## src/rtl/bcd_updown_counter_n.sv

```systemverilog
// bcd_updown_counter_n: N-decade synchronous BCD up/down counter with load validation,
// wrap/saturate limits and a combinational terminal count for chaining stages.
module bcd_updown_counter_n #(
    parameter int NDIGITS = 2
) (
    input  logic                   clk,
    input  logic                   rst,
    input  logic                   en,
    input  logic                   up,
    input  logic                   sat,
    input  logic                   load,
    input  logic [4*NDIGITS-1:0]   load_val,
    output logic [4*NDIGITS-1:0]   count,
    output logic                   tc,
    output logic                   wrap,
    output logic                   load_err
);
    localparam int W = 4 * NDIGITS;

    logic [W-1:0]       count_q, count_d, step_val;
    logic               wrap_q, wrap_d, load_err_q, load_err_d;
    logic [NDIGITS:0]   c;
    logic [NDIGITS-1:0] digit_ok;

    // c[i] means digit i steps this cycle; c[NDIGITS] means every digit sits at the active limit
    assign c[0] = 1'b1;

    for (genvar i = 0; i < NDIGITS; i++) begin : g_digit
        logic [3:0] d;
        assign d = count_q[4*i +: 4];
        assign c[i+1] = c[i] & (up ? d == 4'd9 : d == 4'd0);
        assign step_val[4*i +: 4] = !c[i] ? d :
                                    up ? (d == 4'd9 ? 4'd0 : d + 4'd1) :
                                         (d == 4'd0 ? 4'd9 : d - 4'd1);
        assign digit_ok[i] = load_val[4*i +: 4] <= 4'd9;
    end

    always_comb begin
        count_d    = count_q;
        wrap_d     = 1'b0;
        load_err_d = 1'b0;
        if (load) begin
            count_d    = &digit_ok ? load_val : count_q;
            load_err_d = ~&digit_ok;
        end else if (en) begin
            count_d = (c[NDIGITS] && sat) ? count_q : step_val;
            wrap_d  = c[NDIGITS] & ~sat;
        end
    end

    always_ff @(posedge clk) begin
        if (rst) begin
            count_q    <= '0;
            wrap_q     <= 1'b0;
            load_err_q <= 1'b0;
        end else begin
            count_q    <= count_d;
            wrap_q     <= wrap_d;
            load_err_q <= load_err_d;
        end
    end

    assign count    = count_q;
    assign wrap     = wrap_q;
    assign load_err = load_err_q;
    assign tc       = en & ~load & ~rst & c[NDIGITS];
endmodule

```

## config.mk

```make
export PLATFORM = sky130hd
export DESIGN_NAME = bcd_updown_counter_n
export DESIGN_NICKNAME = d
export VERILOG_FILES = /design/src/rtl/bcd_updown_counter_n.sv
export SDC_FILE = /design/constraint.sdc
export NUM_CORES = 1
export LEC_CHECK = 0
export CORE_MARGIN = 1
export CORE_UTILIZATION = 49
export CTS_CLUSTER_DIAMETER = 150
export DETAILED_ROUTE_END_ITERATION = 12
export PLACE_DENSITY = 0.87
export SYNTH_ARGS = -nofsm -noshare
export SYNTH_HDL_FRONTEND = slang
export SYNTH_SLANG_ARGS = --single-unit
```

## constraint.sdc

```tcl
create_clock -name clk -period 5.3 [get_ports clk]
set_clock_uncertainty 0.15 [all_clocks]
set_input_delay 0.795 -clock clk [delete_from_list [all_inputs] [get_ports clk]]
set_output_delay 0.795 -clock clk [all_outputs]
set_load 0.1 [all_outputs]
```

== Yosys cells after proc, flatten, opt, wreduce, memory -nomap -nowiden ==
Cells that the tools add are included.
W data, S select, Z words.
Word-level totals
  logic and storage cells: 47
  output and inout port bits: 11
  bits in registers: 10
  input bits: 14
Cells by class
  order comparisons: 2
  muxes and demuxes: 13
  add/sub/neg operators: 4
  bitwise operators: 9
  equality and inequality tests: 4
  reductions and logical operators: 11
Operators by type and width (count)
  $mux W8: 4
  $mux W4: 7
  $add A4 B1 Y4 const B: 2
  $eq A4 B4 Y1 const B: 2
  $le A4 B4 Y1 const B: 2
  $logic_not A4 Y1: 2
  $sub A4 B1 Y4 const B: 2
  $and A1 B1 Y1: 5
  $not A1 Y1: 4
  $reduce_and A4 Y1: 1
  $reduce_bool A2 Y1: 2
  $reduce_and A3 Y1: 1
  $reduce_or A3 Y1: 1
  $mux W1: 2
  $ne A2 B1 Y1 const B: 1
  $ne A2 B2 Y1 const B: 1
  $reduce_and A2 Y1: 1
  $reduce_or A2 Y1: 1
  $logic_and A1 B1 Y1: 1
  $logic_not A1 Y1: 1

== Longest topological paths before layout ==
  depth after elaboration: 7
  gate-level depth with buffers: 7
  depth with buffers taken out: 5

== Worst setup path before layout ==
OpenSTA, ideal clock, no wires.
  kind: input-to-output
  start: input port up
  end: output port tc
  setup slack: 0.527 ns
  arrival: 3.828 ns
  stages: 4
  cells stage by stage: buf_2 or3_1 a2111o_1 nor3_1
Between the ends
  longest elaborated chain between the ends: 3
Ends and longest elaborated chain
  from (decl): RTL line 9  | input logic up,
  $mux W1: RTL line 31  | assign c[i+1] = c[i] & (up ? d == 4'd9 : d == 4'd0);
  $and A1 B1 Y1 (*): RTL line 31
  $and A1 B1 Y1 (*): RTL line 66  | assign tc = en & ~load & ~rst & c[NDIGITS];
  to (decl): RTL line 14  | output logic tc,
Every way passes the cells marked *; elsewhere a longest branch is shown, timed or not.

== Final worst setup path ==
Ends and elaborated chain as after synthesis.

==> qor.txt <==
Mux cell area share after synthesis - 4.74%
Cell area after synthesis - 845 sq um
FFs w/ async S/R, synth - 0%
Post-synth top area cell - dfxtp_1
EDFF count, synth - 0
Yosys warning total - 0
Wirelength per Cell - 14.3 um
Measured slew at the worst slew-check pin - 0.971 ns
XOR/XNOR share of the synthesized area - 3.11%
CTS Hold Bufs - 0
Max clock buf depth - 2
Drt drc - 2
Final hold violation count - 0
PwrDens - 247 mW/mm^2
Input/output buffers - 24
Die Span Y - 43.5 um
WS Path Type - input port to output port
Power, Total - 266 uW
Hold WC Path Type - register to register
Setup TNS - 0 ns
Initial antenna violation count - 0
Die area - 0.00189 sq mm
Vias in the first global route - 820
Startpoint class of the critical path - input port
CP peak stage delay - 0.67 ns
Failing checks - design-rule violations
CTS sink count - 10
Sequential area share after synthesis - 23.7%
Post-synthesis adder-cell area fraction - 0%
Crit-path cells - clkdlybuf4s50_1, or3_1, a2111o_1, nor3_1, buf_4
Yosys cell types - 47
Max_cap viols - 0
Ys flop type - dfxtp_1
Slew HR - 35.0%
Vias per cell - 6.24
Remaining Overflow, GRT - 0
Crit. End Element - output port
Leakage - 0.000385 uW
Hold_sp - count[3]
Detailed Routing Iterations Pass 1 - 9
Post-synth net total - 122
Initial core utilization - 54.2%
First-pass GRT wire length - 3440 um
Setup repair bufs after CTS - 0
Die Wd - 43.5 um
Num ports - 25
DR iter-0 viols - 23
VDD IR max - 0.117 mV
Flops & latches, synth - 10
Reg2reg end - count[4]
Clk pin slew, worst setup/hold paths - 0.06 ns
# setup viols final - 0
Nets - 141
Post-synthesis simple-gate area fraction - 27.4%
Fin crit period - 3.88 ns
Synth area leaders - dfxtp_1 (24%), nor2_1 (4.9%), mux2i_1 (4.7%), o21ai_0 (3.6%), a2111oi_4 (3.3%)
Flop2flop setup slack - 3.11 ns
Commonest cells post-synth - nor2_1 (11), dfxtp_1 (10), clkbuf_1 (7), o21ai_0 (6), nand3_1 (5)
Required @ worst endpoint - 4.36 ns
Post-synth top area share - 23.7%
CTS Buf Count - 3
Area grow syn2layout - 27.6%
Fraction of layout cells with a size suffix above 1 - 8.00%
CORE AREA - 0.00156 sq mm
Largest family of logic cells by synthesized area - compound AO/OA/AOI/OAI gates
Fillcell total - 128
WP data arrival - 2.94 ns
RSZ-0062 raised after global routing - no
Gate Count Post-Synth - 108
Worst Reg-to-Reg Cells - 5
Post-CTS Resized - 0
CTS tree - yes
Synth Area in Compound Gates - 33.2%
Routed via count - 880
Routed WL - 2020 um
Gr usage total - 23.3%
Clk Tree Root Cell - clkbuf_4
Placement row count - 14
N_diodes - 0
Final Cycle Share - 73.2%
Later-pin clock latency in the skew report - 0.26 ns
H-Tree Depth - 1
Min-Delay Path Depth - 2
Crit path max-delay cell type - clkdlybuf4s50_1
Min-Delay Endpoint - count[3]
Avg Synthesized Cell Area - 7.82 sq um
Core Util, Final - 69.1%
Pin count of the biggest net entering global routing - 19
CP Max Fanout - 18
Fin. max-slew vios - 0
Peak Freq - 258 MHz
Count leader, synth - nor2_1
R2r startpoint - count[0]
GPL Wtd Cong - 0.839
Post-DRT Antenna Nets - 0
Status - complete, but fails checks
Final HPWL DP - 1540 um
==> worst max-delay path by stage <==
stage,from,to,slack (ns),cells after the start
floorplan,up,tc,0.53,4
global placement,up,tc,1.47,5
detailed placement,up,tc,1.46,5
CTS,up,tc,1.44,5
global route,up,tc,1.27,5
finish,up,tc,1.42,5
==> where the power goes <==
group | switching [uW] | leakage [uW] | internal, uW
clock | 24.9 | 0.0000138 | 26.2
combinational | 74.4 | 0.000289 | 43.7
sequential | 15.7 | 0.0000821 | 81.0
total | 115 | 0.000385 | 151
==> layer usage <==
metal  vias to the layer above  global-route usage [%]  wire length [um]
li1                        440                       -                 -
met4                         0                    7.50                17
met5                         -                       0                 0
met3                         2                       0                91
met2                        32                    42.4              1040
met1                       406                    30.0               867
==> cells by family (layout without fill, tap and decap cells) <==
| kind of cell | after synthesis | in the layout |
|---|---|---|
| muxes | 4 | 4 |
| buffers and inverters | 15 | 32 |
| DFF | 10 | 10 |
| AOI/OAI and AO/OA | 34 | 34 |
| and+or+nand+nor | 42 | 42 |
| xor gates and xnor gates | 3 | 3 |
==> through the flow <==
step | cells | cell area (sq um) | setup slack, ns | hold WS (ns)
floorplan | 108 | 845 | 0.527 | 0.722
global placement | 138 | 1050 | 1.47 | 0.442
detailed placement | 138 | 1050 | 1.46 | 0.464
CTS | 141 | 1080 | 1.44 | 0.483
global route | 141 | 1080 | 1.27 | 0.498
finish | 141 | 1080 | 1.42 | 0.487
==> sequential cells by signal (all words and copies together), names as in the netlist <==
register  cells
wrap          1
load_err      1
count         8
==> worst max-delay path, delay by kind of cell <==
kind                   cells  cell delay, ns
AOI/OAI and AO/OA          1            0.50
buffers and inverters      2            0.99
and+or+nand+nor            2            0.65
==> final cells by class <==
class | instances | area [sq um] | share of cell area (%)
Tap cell | 16 | 20.0 | 1.86
Timing Repair Buffer | 24 | 238 | 22.1
Sequential cell | 10 | 200 | 18.6
Inverter | 5 | 18.8 | 1.74
Clock buffer | 3 | 22.5 | 2.09
Multi-Input combinational cell | 83 | 578 | 53.7
==> placed cells by master, fill, tap and decap left out, types with 4 or more instances in the layout <==
cell | netlist | final
clkdlybuf4s50_1 | 0 | 23
nor2_1 | 11 | 11
dfxtp_1 | 10 | 10
o21ai_0 | 6 | 6
nand3_1 | 5 | 5
nand2b_1 | 4 | 4
inv_1 | 4 | 4
mux2i_1 | 4 | 4
a21oi_1 | 4 | 4
No activity file was read; power rests on OpenSTA's default activity.
